File: src/rtl/capture_fifo.sv
// capture_fifo: first-word-fall-through capture buffer behind the XOR stage.
// Registered head/status outputs, valid/ready drain, saturating drop count.
module capture_fifo #(
    parameter int PAR_DATA_BITS     = 16,
    parameter int PAR_DEPTH_LOG2    = 3,
    parameter int PAR_DROP_CNT_BITS = 8
) (
    input  logic                         ib_clk,
    input  logic                         ib_rst,
    input  logic                         ib_capture_en,
    input  logic [PAR_DATA_BITS-1:0]     ivG_data,
    input  logic                         ib_clr_drop,
    output logic                         ob_valid,
    input  logic                         ib_ready,
    output logic [PAR_DATA_BITS-1:0]     ovG_data,
    output logic [PAR_DEPTH_LOG2:0]      ovG_level,
    output logic                         ob_full,
    output logic                         ob_empty,
    output logic [PAR_DROP_CNT_BITS-1:0] ovG_drop_cnt
);

    localparam logic [PAR_DEPTH_LOG2:0] LP_DEPTH =
        {1'b1, {PAR_DEPTH_LOG2{1'b0}}};
    localparam logic [PAR_DROP_CNT_BITS-1:0] LP_DROP_MAX = '1;

    logic [PAR_DATA_BITS-1:0]     r_mem [2**PAR_DEPTH_LOG2];
    logic [PAR_DEPTH_LOG2-1:0]    r_wr_ptr;
    logic [PAR_DEPTH_LOG2-1:0]    r_rd_ptr;
    logic [PAR_DEPTH_LOG2:0]      r_level;
    logic                         r_full;
    logic                         r_empty;
    logic [PAR_DATA_BITS-1:0]     r_data;
    logic [PAR_DROP_CNT_BITS-1:0] r_drop_cnt;

    logic                         w_pop;
    logic                         w_push;
    logic                         w_drop;
    logic [PAR_DEPTH_LOG2:0]      w_level_n;
    logic [PAR_DEPTH_LOG2-1:0]    w_rd_ptr_n;
    logic [PAR_DATA_BITS-1:0]     w_head_n;

    assign w_pop      = !r_empty & ib_ready;
    assign w_push     = ib_capture_en & (!r_full | w_pop);
    assign w_drop     = ib_capture_en & r_full & !w_pop;
    assign w_rd_ptr_n = w_pop ? r_rd_ptr + 1'b1 : r_rd_ptr;

    // Next occupancy from the push/pop pair.
    always_comb begin
        w_level_n = r_level;
        if (w_push && !w_pop) begin
            w_level_n = r_level + 1'b1;
        end else if (w_pop && !w_push) begin
            w_level_n = r_level - 1'b1;
        end
    end

    // Next head word; a write landing on the new head slot bypasses the array.
    always_comb begin
        w_head_n = r_data;
        if (w_level_n != '0) begin
            if (w_push && (r_wr_ptr == w_rd_ptr_n)) begin
                w_head_n = ivG_data;
            end else begin
                w_head_n = r_mem[w_rd_ptr_n];
            end
        end
    end

    // Storage array; contents need no reset since the head is registered.
    always_ff @(posedge ib_clk) begin
        if (w_push) begin
            r_mem[r_wr_ptr] <= ivG_data;
        end
    end

    // Pointers, level, status flags and the registered head word.
    always_ff @(posedge ib_clk or negedge ib_rst) begin
        if (!ib_rst) begin
            r_wr_ptr <= '0;
            r_rd_ptr <= '0;
            r_level  <= '0;
            r_full   <= 1'b0;
            r_empty  <= 1'b1;
            r_data   <= '0;
        end else begin
            if (w_push) begin
                r_wr_ptr <= r_wr_ptr + 1'b1;
            end
            r_rd_ptr <= w_rd_ptr_n;
            r_level  <= w_level_n;
            r_full   <= (w_level_n == LP_DEPTH);
            r_empty  <= (w_level_n == '0);
            r_data   <= w_head_n;
        end
    end

    // Saturating drop counter; a clear coinciding with a drop leaves one.
    always_ff @(posedge ib_clk or negedge ib_rst) begin
        if (!ib_rst) begin
            r_drop_cnt <= '0;
        end else if (ib_clr_drop) begin
            r_drop_cnt <= w_drop ? {{(PAR_DROP_CNT_BITS-1){1'b0}}, 1'b1} : '0;
        end else if (w_drop && (r_drop_cnt != LP_DROP_MAX)) begin
            r_drop_cnt <= r_drop_cnt + 1'b1;
        end
    end

    assign ob_valid     = !r_empty;
    assign ob_empty     = r_empty;
    assign ob_full      = r_full;
    assign ovG_level    = r_level;
    assign ovG_data     = r_data;
    assign ovG_drop_cnt = r_drop_cnt;

endmodule

File: config.mk
export PLATFORM = sky130hd
export DESIGN_NAME = capture_fifo
export DESIGN_NICKNAME = d
export VERILOG_FILES = /design/src/rtl/capture_fifo.sv
export SDC_FILE = /design/constraint.sdc
export NUM_CORES = 1
export LEC_CHECK = 0
export CAP_MARGIN = 20
export CELL_PAD_IN_SITES_DETAIL_PLACEMENT = 1
export CELL_PAD_IN_SITES_GLOBAL_PLACEMENT = 1
export CORE_MARGIN = 8
export CORE_UTILIZATION = 45
export CTS_CLUSTER_SIZE = 40
export DETAILED_ROUTE_END_ITERATION = 8
export PLACE_DENSITY_LB_ADDON = 0.25
export SLEW_MARGIN = 30
export SYNTH_ARGS = -nofsm -noshare
export SYNTH_HDL_FRONTEND = slang
export SYNTH_SLANG_ARGS = --single-unit
File: constraint.sdc
create_clock -name ib_clk -period 7.9 [get_ports ib_clk]
set_input_delay 0.79 -clock ib_clk [delete_from_list [all_inputs] [get_ports ib_clk]]
set_output_delay 0.79 -clock ib_clk [all_outputs]
set_load 0.005 [all_outputs]
# After elaboration in Yosys (flattened, before gate mapping)
# Memories as Yosys holds them, arrays and structs flattened. A register that Yosys moved wholly into a read port is not among the register bits.
# Cells that the tools add are included.
# totals
register_bits,20
ram_bits,128
in_bits,21
output_inout_bits,31
elab_cells,38
memories,1
# classes
n_addsub,5
eq_ne,2
muxes,8
bitwise_logic,5
reduce_logical,11
# memory_table
name,depth,width,read_ports,rd_ports_with_merged_regs,wr,line,rtl
r_mem,8,16,1,1,1,26,logic [PAR_DATA_BITS-1:0] r_mem [2**PAR_DEPTH_LOG2];
# ops
cell,count
2-to-1 mux 8 bit,2
adder 8 x 1 -> 8 bit (second input constant),1
2-to-1 mux 4 bit,2
inequality test 8 bit (second input constant),1
adder 3 x 1 -> 3 bit (second input constant),2
zero test 1 bit,5
adder 4 x 1 -> 4 bit (second input constant),1
bitwise AND 1 bit,4
== test 4 bit (second input constant),1
zero test 4 bit,1
nonzero test 4 bit,1
subtractor 4 x 1 -> 4 bit (second input constant),1
logical AND 1 bit,3
2-to-1 mux 1 bit,3
2-to-1 mux 3 bit,1
nonzero test 2 bit,1
OR 1 bit,1

# Longest topological paths before layout
# Gate-level depths: netlist of run 1.
# logic_depth
depth_word,9
mapped_depth,10
depth_no_buf,8

# Worst setup path after synthesis of run 1
# No wires, ideal clock.
# synth_timing
path_type,in2reg
startpoint,in ib_ready
endpoint,"mem r_mem[1][0], enable pin"
setup_time_ns,0.409
arrival_ns,2.545
required_time_ns,7.491
slack_ns,4.945
cell_stages,5
path_buffers,1
path_cell_list,nand2b_1 > buf_2 > a21boi_2 > nand2_1 > nor3_1
# synth_via
elab_chain_cells,5
# synth_rtl
element,line,rtl
from (decl),14,"input logic ib_ready,"
bitwise AND 1 bit,42,assign w_pop = !r_empty & ib_ready;
OR 1 bit,43,assign w_push = ib_capture_en & (!r_full | w_pop);
bitwise AND 1 bit,43,
2-to-1 mux 1 bit,71,if (w_push) begin
2-to-1 mux 1 bit (implied by the code),72,r_mem[r_wr_ptr] <= ivG_data;
to (decl),26,
# No other way between the ends.

# Worst setup path in the final report of run 1
# layout_timing
startpoint,in ib_ready
endpoint,reg r_data[9] (netlist: ovG_data[9]) (read register of r_mem)
# layout_via
elab_chain_cells,8
word_cells_on_any_way,11
cone_classes,mux (3); bitwise (3); reduce/logical (5)
# layout_rtl
element,line,rtl
bitwise AND 1 bit (*),42,
OR 1 bit,43,
bitwise AND 1 bit,43,
zero test 1 bit,52,end else if (w_pop && !w_push) begin
logical AND 1 bit,52,
2-to-1 mux 4 bit,52,
2-to-1 mux 4 bit,50,if (w_push && !w_pop) begin
nonzero test 4 bit,60,if (w_level_n != '0) begin
to (decl),32,logic [PAR_DATA_BITS-1:0] r_data;
# Every way passes the cells marked *; elsewhere a longest branch is shown, timed or not.
# A chain may end at the register's enable or synchronous reset.

==> impl_metrics.tcl, run 1 <==
set metrics [dict create \
    status "finished, final reports clean" \
    cts_inserted_buffers 17 \
    synth_most_common_cell "edfxtp_1" \
    post_cts_buffers 0 \
    synthDistinctLibCells 46 \
    routed_wl_um 16570 \
    cts.clk_slew.worst_paths_ns 0.06 \
    synthToLayoutAreaGrowth_pct 18.82 \
    critical_path_class "in2reg" \
    hold_class "in2async" \
    async_flop_share_pct 21.95 \
    vias 4373 \
    netlist_area_sq_um 6754 \
    cts_resized 0 \
    fin_nets 605 \
    layout-drive-gt1-share_pct 9.459 \
    rrSetupSlack_ns 4.23 \
    dp_hpwl_um 9709 \
    synth-compound-area-share_pct 5.224 \
    setup_viol 0 \
    power_density_nw_per_um2 407.1 \
    synthCells 524 \
    rows 44 \
    cp_slowest_cell "clkinv_1" \
    overflow 0 \
    finalSetupTns_ns 0 \
    cts_tree "done" \
    synth_xor_area_share_pct 2.167 \
    path_delay_family "buffers and inverters" \
    cpPeakStageDelay_ns 0.67 \
    vdd_drop_max_uv 235.6 \
    ys_seq_elements 164 \
    end_kind "flip-flop" \
    critPathRequiredTime_ns 8.18 \
    cp_max_fo 66 \
    ant_nets 0 \
    dr.pass1.iters 4 \
    die_y_um 138.5 \
    rsz0062_at_grt "false" \
    synth_top_family_by_area "simple AND/OR/NAND/NOR gates" \
    coreArea_sq_um 14590 \
    synthAdderAreaFrac_pct 0.9263 \
    cp_common_cell "buf_4" \
    place_congestion 0.7911 \
    clock_path_buffers 2 \
    syn-num-nets 550 \
    synth_ff_type "edfxtp_1" \
    synth_edf_count 128 \
    fin_crit_sh_pct 53.66 \
    grt_pass1_wl_um 26210 \
    antenna_found_initial 0 \
    drc_errors 0 \
    worst_pin_slew_ns 0.9305 \
    start_kind "input port" \
    synth_area_leader_cell "edfxtp_1" \
    finalMaxSlewViolations 0 \
    worstPathArrival_ns 4.52 \
    initial_core_util_pct 46.30 \
    yosys_warnings 0 \
    finalCriticalPeriod_ns 4.239 \
    die_w_um 138.5 \
    synth.mux.area_fraction_pct 2.871 \
    die_area_sq_um 19190 \
    yosys.area_share.simple_pct 15.71 \
    power.total_mw 3.267 \
    synth_seq_area_share_pct 70.27 \
    skew_ns 0.01760 \
    hold_viol 0 \
    synth_top_area_share_pct 56.91 \
    syn_avg_cell_area_sq_um 12.89 \
    grt_max_degree 67 \
    synth_common_cells "128 x edfxtp_1, 121 x nand2_1, 39 x nor2_1, 36 x nand3_1, 35 x dfrtp_1" \
    fillers 1452 \
    insertion_delay_ns 0.43 \
    path_buf_inv 4 \
    portBuffers 51 \
    maxCapViolations 0 \
    slew_headroom_pct 37.90 \
    ioPinCount 52 \
    viasPerCell 5.635 \
    grt_pass1_vias 4728 \
    drt_iter0_markers 242 \
    synth_area_leaders "edfxtp_1 57%, dfrtp_1 13%, nand2_1 6.7%" \
    htree_levels 4 \
    clockRootBuffer "clkbuf_16" \
    hold_buffers 0 \
    wl_per_cell_um 21.35 \
    grtUsageTotal_pct 17.59 \
    clock-sinks 164 \
    crit_path_cell_trace "clkdlybuf4s50_1 -> nor2b_1 -> xnor2_4 -> buf_4 -> clkinv_1 -> buf_4 -> nand2_1 -> a32oi_1 -> nand4_1 -> a31oi_1" \
    max_freq_ghz 0.2359 \
    diodes 0 \
    leakagePower_nw 2.876 \
]
==> power breakdown <==
group / internal [mW] / leakage (nW) / switching, mW / total [mW]
clock: 0.456 / 0.274 / 0.321 / 0.778
sequential: 1.12 / 1.60 / 0.105 / 1.23
combinational: 0.482 / 1.00 / 0.777 / 1.26
total: 2.06 / 2.88 / 1.20 / 3.27
==> cell type report <==
type | instances | area [sq um] | share of cell area, %
Clock buffer | 23 | 478.0 | 5.956
Clock inverter | 9 | 78.83 | 0.9822
Inverter | 11 | 43.79 | 0.5457
Multi-Input combinational cell | 323 | 1858 | 23.15
Sequential cell | 164 | 4746 | 59.14
Tap cell | 184 | 230.2 | 2.869
Timing Repair Buffer | 62 | 590.6 | 7.359
==> cell usage in the layout, fill, tap and decap left out, types with 3 or more instances in the layout <==
cell / synthesis / final
inv_1: 10 / 9
ha_1: 5 / 5
nand2b_1: 4 / 4
mux2i_1: 16 / 16
and3_1: 3 / 3
o21ai_0: 3 / 3
clkbuf_8: 0 / 3
clkbuf_16: 0 / 17
xnor2_1: 10 / 10
clkdlybuf4s50_1: 0 / 50
nand3_1: 36 / 36
buf_4: 3 / 12
a31oi_1: 16 / 16
nor2_1: 39 / 35
nor3_1: 6 / 4
dfrtp_1: 35 / 35
a32oi_1: 16 / 16
clkbuf_1: 6 / 3
edfxtp_1: 128 / 128
nand4_1: 17 / 17
a21oi_1: 3 / 3
nand2_1: 121 / 121
clkinv_2: 0 / 4
xor2_1: 3 / 3
==> registers in the layout, indices dropped and copies added, names as in the netlist <==
signal	flops
ovG_level	4
ob_full	1
ob_empty	1
r_rd_ptr	3
r_mem	128
ovG_data	16
r_wr_ptr	3
ovG_drop_cnt	8
==> logic make-up (layout without fill, tap and decap cells) <==
kind of cell / Yosys count / count (layout)
adder cells (fa/ha/maj): 5 / 5
flip-flops: 164 / 164
AO/OA/AOI/OAI: 47 / 47
multiplexers: 18 / 18
AND/OR/NAND/NOR: 238 / 238
buffers and inverters: 37 / 105
XOR/XNOR: 15 / 15
==> stage by stage <==
step / cells / setup slack [ns] / util (%) / hold WS, ns / cell area, sq um
finish: 776 / 3.661 / 55.01 / 0.3479 / 8025
global route: 776 / 3.362 / 55.01 / 0.3802 / 8025
CTS: 776 / 3.646 / 54.92 / 0.5312 / 8013
detailed placement: 744 / 3.219 / 51.11 / 0.5467 / 7456
global placement: 744 / 3.405 / 51.11 / 0.5327 / 7456
floorplan: 524 / 4.945 / - / 0.4944 / 6754
==> worst register-to-register path, delay by kind of cell (launching register included) <==
family | cells | cell delay (ns)
XOR/XNOR | 1 | 0.17
AND/OR/NAND/NOR | 3 | 0.91
flip-flops | 1 | 0.40
AO/OA/AOI/OAI | 2 | 0.24
buffers and inverters | 3 | 1.82
==> path summary, 6_finish.rpt <==
check,startpoint,end,cells after the start
setup / recovery,ib_ready,ovG_data[9],10
hold / removal,ib_rst,ovG_data[1],1
setup reg to reg,ob_empty,ovG_data[9],9
hold reg to reg,ovG_data[3],ovG_data[3],2
max in group asynchronous,ib_rst,ob_empty,1
min in group ib_clk,ovG_data[3],ovG_data[3],2
==> layer usage <==
layer | GRT usage, % | share of wire [%]
met1 | 20.81 | 43
met2 | 30.05 | 51
met3 | 4.075 | 4.2
met4 | 7.551 | 1.8
met5 | 0 | 0
No activity file was read; power rests on OpenSTA's default activity.
==> inputs of run 2 (changes only) <==
==> constraint.sdc (replaced) <==
create_clock -name ib_clk -period 4.3 [get_ports ib_clk]
set_input_delay 0.43 -clock ib_clk [delete_from_list [all_inputs] [get_ports ib_clk]]
set_output_delay 0.43 -clock ib_clk [all_outputs]
set_load 0.005 [all_outputs]
==> run 2 against run 1 <==
Power grew 93%. First-iteration DRC count grew 23%. Final cell count grew 1.2%. Highest routed layer unchanged. Sequential share of layout area shrank 1.1 points. Die area is the same. Worst setup slack lost 2.3 ns. Worst hold slack lost 0.36 ns. Via count grew 1.7%. Clock skew shrank 0.0075 ns. Critical path depth shrank 2. Critical path type unchanged. The flow now finishes with violations (negative hold slack). Register-to-register slack lost 2.7 ns. Combinational power grew 89%.
==> impl_metrics.tcl, run 2 (synthesis gave the netlist of run 1 again) <==
set metrics [dict create \
    ant_nets 0 \
    insertion_delay_ns 0.42 \
    clockRootBuffer "clkbuf_16" \
    htree_levels 4 \
    seqCellArea_sq_um 4746 \
    post_cts_buffers 0 \
    cts_resized 0 \
    cp_max_fo 20 \
    layout_commonest_cell "edfxtp_1" \
    overflow 0 \
    crit_path_cell_trace "clkdlybuf4s50_1 -> nor2b_1 -> nor3_1 -> o21a_1 -> o21ai_2 -> buf_4 -> nor2_1 -> a31oi_1" \
    finalCoreUtilization_pct 56.03 \
    leakagePower_nw 2.966 \
    fin_crit_sh_pct 68.60 \
    regMostFlops "r_mem" \
    hold_class "in2async" \
    largest_reg_flops 128 \
    power_density_nw_per_um2 772.5 \
    portBuffers 51 \
    routed_wl_um 16690 \
    worst_pin_slew_ns 0.7867 \
    vdd_drop_max_uv 343.8 \
    placed_cells 753 \
    multi_input_area_sq_um 1838 \
    die_area_sq_um 19190 \
    layout-drive-gt1-share_pct 10.65 \
    wl_per_cell_um 21.25 \
    layout.cells.non_filler 785 \
    coreArea_sq_um 14590 \
    setup_viol 0 \
    hold_viol 19 \
    max_freq_ghz 0.3390 \
    cts.clk_slew.worst_paths_ns 0.06 \
    layout_common_cells "128 x edfxtp_1, 121 x nand2_1, 50 x clkdlybuf4s50_1" \
    dp_hpwl_um 10290 \
    vias 4446 \
    clock_path_buffers 2 \
    cts_tree "done" \
    worstPathArrival_ns 3.27 \
    start_kind "input port" \
    initial_core_util_pct 46.30 \
    hold_buffers 0 \
    place_congestion 0.8074 \
    end_kind "flip-flop" \
    fillers 1427 \
    grt_pass1_vias 4850 \
    grt_max_degree 37 \
    cp_slowest_cell "nor2b_1" \
    rows 44 \
    critical_path_class "in2reg" \
    rsz0062_at_grt "false" \
    skew_ns 0.01012 \
    viasPerCell 5.664 \
    drt_iter0_markers 298 \
    synthToLayoutAreaGrowth_pct 21.03 \
    drc_errors 0 \
    grt_pass1_wl_um 26950 \
    finalSetupTns_ns 0 \
    grtUsageTotal_pct 18.02 \
    cts_inserted_buffers 17 \
    finalCriticalPeriod_ns 2.950 \
    fin_nets 614 \
    clock-sinks 164 \
    die_y_um 138.5 \
    diodes 0 \
    die_w_um 138.5 \
    violations "negative hold slack" \
    finalMaxSlewViolations 0 \
    dr.pass1.iters 4 \
    status "complete, but fails checks" \
    slew_headroom_pct 47.45 \
    antenna_found_initial 0 \
    ioPinCount 52 \
    maxCapViolations 0 \
    power.total_mw 6.314 \
    whs_ns -0.01602 \
    cpPeakStageDelay_ns 0.66 \
    critPathRequiredTime_ns 4.62 \
]
run 2: cell count changes in the layout (fill, tap and decap cells not counted), sizes merged:
cell,delta
buf,+9
bufinv,+4
clkbuf,-3
clkinv,-4
clkinvlp,+1
inv,+2
run 2: power by group:
part	switching (mW)	internal (mW)
Clock	0.606	1.06
Sequential	0.197	2.07
Combinational	1.44	0.939
Total	2.25	4.07
run 2: layout make-up:
cell class | count | share of cell area [%]
flip-flops and latches | 164 | 58.06
multi-input cells | 323 | 22.49
well taps | 184 | 2.816
clock inverters | 12 | 2.464
inverters | 11 | 0.5357
repair buffers | 71 | 8.051
clock buffers | 20 | 5.587
run 2: worst paths after layout:
kind	start	end	slack [ns]	depth (start not counted)
setup / recovery	ib_ready	ovG_data[6]	1.35	8
hold / removal	ib_rst	r_wr_ptr[2]	-0.02	1
setup reg to reg	ob_empty	ovG_data[6]	1.54	7
hold reg to reg	ovG_data[12]	ovG_data[12]	0.58	2
max in group asynchronous	ib_rst	ovG_data[8]	3.94	1
min in group ib_clk	ovG_data[12]	ovG_data[12]	0.58	2
run 2: worst max-delay path: cells and delay by family:
family | cells | cell delay [ns]
compound gates | 3 | 1.00
buf+inv | 2 | 0.93
simple gates | 3 | 0.90
run 2: stage by stage:
stage                     setup WS (ns)  cell area, sq um  hold WS [ns]
final                             1.350              8174      -0.01602
after global routing              1.157              8174       0.02391
after CTS                         1.313              8172        0.1753
after detailed placement         0.8884              7513        0.5690
after global placement            1.061              7513        0.5592
after floorplan                   1.668              6754        0.1344
run 2: layer usage:
metal	GRT usage (%)	routed length (um)
met1	20.33	6651
met2	32.85	9042
met3	4.384	808
met4	5.378	183
met5	0	0
==> inputs of run 3 (changes only) <==
--- a/config.mk
+++ b/config.mk
@@ -9,7 +9,7 @@
 export CELL_PAD_IN_SITES_DETAIL_PLACEMENT = 1
 export CELL_PAD_IN_SITES_GLOBAL_PLACEMENT = 1
 export CORE_MARGIN = 8
-export CORE_UTILIZATION = 45
+export CORE_UTILIZATION = 43
 export CTS_CLUSTER_SIZE = 40
 export DETAILED_ROUTE_END_ITERATION = 8
 export PLACE_DENSITY_LB_ADDON = 0.25
==> constraint.sdc (replaced) <==
create_clock -name ib_clk -period 2.61 [get_ports ib_clk]
set_input_delay 0.261 -clock ib_clk [delete_from_list [all_inputs] [get_ports ib_clk]]
set_output_delay 0.261 -clock ib_clk [all_outputs]
set_load 0.005 [all_outputs]
==> run 3 against run 2 <==
The run now ends clean. Critical path type is now reg2reg. Global-route usage grew 0.30 points. Count of clock-buffer cells in the layout is 1 lower. Routed wire length increased by 4.8%. Highest routed layer unchanged. Largest cell class unchanged.
==> impl_metrics.tcl, run 3 (synthesis gave the netlist of run 1 again) <==
set metrics [dict create \
    coreArea_sq_um 15600 \
    fin_crit_sh_pct 86.31 \
    path_delay_family "flip-flops" \
    ioPinCount 52 \
    cts_inserted_buffers 17 \
    dp_hpwl_um 10260 \
    finalSetupTns_ns 0 \
    hold_buffers 0 \
    grt_max_degree 65 \
    fin_ws_ns 0.3572 \
    finalCriticalPeriod_ns 2.253 \
    worst_pin_slew_ns 0.5493 \
    hold_class "in2async" \
    status "finished, final reports clean" \
    fin_nets 618 \
    crit_path_cell_trace "nor2b_1 -> buf_4 -> xnor2_4 -> buf_12 -> mux2i_1 -> a32oi_1 -> nand4_1 -> a31oi_1" \
    clockRootBuffer "clkbuf_16" \
    clock_path_buffers 2 \
    cp_max_fo 64 \
    vias 4425 \
    insertion_delay_ns 0.43 \
    critical_path_class "reg2reg" \
    path_buf_inv 2 \
    diodes 0 \
    dr.pass1.iters 4 \
    slew_headroom_pct 63.38 \
    portBuffers 51 \
    vdd_drop_max_uv 691.7 \
    grt_pass1_vias 4915 \
    finalMaxSlewViolations 0 \
    setup_viol 0 \
    viasPerCell 5.390 \
    hold_viol 0 \
    rsz0062_at_grt "false" \
    overflow 0 \
    rows 46 \
    pre_cts_slack_ns 0.09593 \
    cts_resized 0 \
    regMostFlops "r_mem" \
    die_y_um 141.3 \
    drc_errors 0 \
    max_freq_ghz 0.4439 \
    leakagePower_nw 3.019 \
    cpPeakStageDelay_ns 0.59 \
    grtUsageTotal_pct 18.33 \
    place_congestion 0.7730 \
    layout_commonest_cell "edfxtp_1" \
    ant_nets 0 \
    worstPathArrival_ns 2.60 \
    htree_levels 4 \
    cts.clk_slew.worst_paths_ns 0.06 \
    layout_common_cells "128 x edfxtp_1, 121 x nand2_1, 50 x clkdlybuf4s50_1" \
    drt_iter0_markers 259 \
    cp_slowest_cell "dfstp_2" \
    routed_wl_um 17490 \
    wl_per_cell_um 21.31 \
    antenna_found_initial 0 \
    critPathRequiredTime_ns 2.96 \
    power_density_nw_per_um2 1268 \
    layout-drive-gt1-share_pct 11.07 \
    initial_core_util_pct 43.30 \
    cts_tree "done" \
    skew_ns 0.009820 \
    start_kind "flip-flop" \
    grt_pass1_wl_um 27420 \
    synthToLayoutAreaGrowth_pct 23.81 \
    clock-sinks 164 \
    end_kind "flip-flop" \
    die_area_sq_um 19970 \
    post_cts_buffers 0 \
    largest_reg_flops 128 \
    maxCapViolations 0 \
    die_w_um 141.3 \
]
==> run 3: worst paths after layout <==
check                               end  cells after the start  slack (ns)   startpoint
max                        ovG_data[15]                      8        0.36     ob_empty
min                         r_wr_ptr[2]                      2        0.37       ib_rst
max reg2reg                ovG_data[15]                      8        0.36     ob_empty
min reg2reg                 ovG_data[2]                      2        0.58  ovG_data[2]
max in group asynchronous   ovG_data[9]                      2        1.86       ib_rst
min in group ib_clk         ovG_data[2]                      2        0.58  ovG_data[2]
==> run 3: worst register-to-register path, delay by kind of cell (launching register included) <==
| kind | cells | cell delay (ns) |
|---|---|---|
| and+or+nand+nor | 2 | 0.22 |
| xor gates and xnor gates | 1 | 0.21 |
| muxes | 1 | 0.16 |
| DFF | 1 | 0.59 |
| buffers and inverters | 2 | 0.51 |
| AOI/OAI and AO/OA | 2 | 0.48 |
==> run 3: through the flow <==
stage	hold slack, ns	utilization [%]	area (sq um)	total power, mW	instances
2_1_floorplan	-0.03459	-	6764	6.208	524
3_3_place_gp	0.4476	49.37	7701	7.668	788
3_5_place_dp	0.4663	49.37	7701	7.893	788
4_1_cts	0.01205	53.53	8349	10.71	820
5_1_grt	0.4201	53.61	8362	11.16	821
6_report	0.3729	53.61	8362	10.60	821
==> run 3: metal layers <==
| metal | vias to the layer above | track usage, % | routed length (um) |
|---|---|---|---|
| li1 | 2043 | - | - |
| met1 | 2273 | 20.76 | 7376 |
| met2 | 98 | 32.40 | 8989 |
| met3 | 11 | 4.973 | 947 |
| met4 | 0 | 7.070 | 180 |
| met5 | - | 0 | 0 |
==> run 3: final cells by class <==
| type | instances | area [sq um] |
|---|---|---|
| clock inverters | 13 | 205.2 |
| well taps | 216 | 270.3 |
| flip-flops and latches | 164 | 4746 |
| multi-input cells | 323 | 1838 |
| fillers | 1569 | 7236 |
| inverters | 11 | 43.79 |
| clock buffers | 19 | 442.9 |
| repair buffers | 75 | 815.8 |
==> run 3: power breakdown <==
part,switching (mW),internal (mW),total (mW)
Clock,1.00,1.72,2.72
Sequential,0.334,3.40,3.74
Combinational,2.45,1.69,4.14
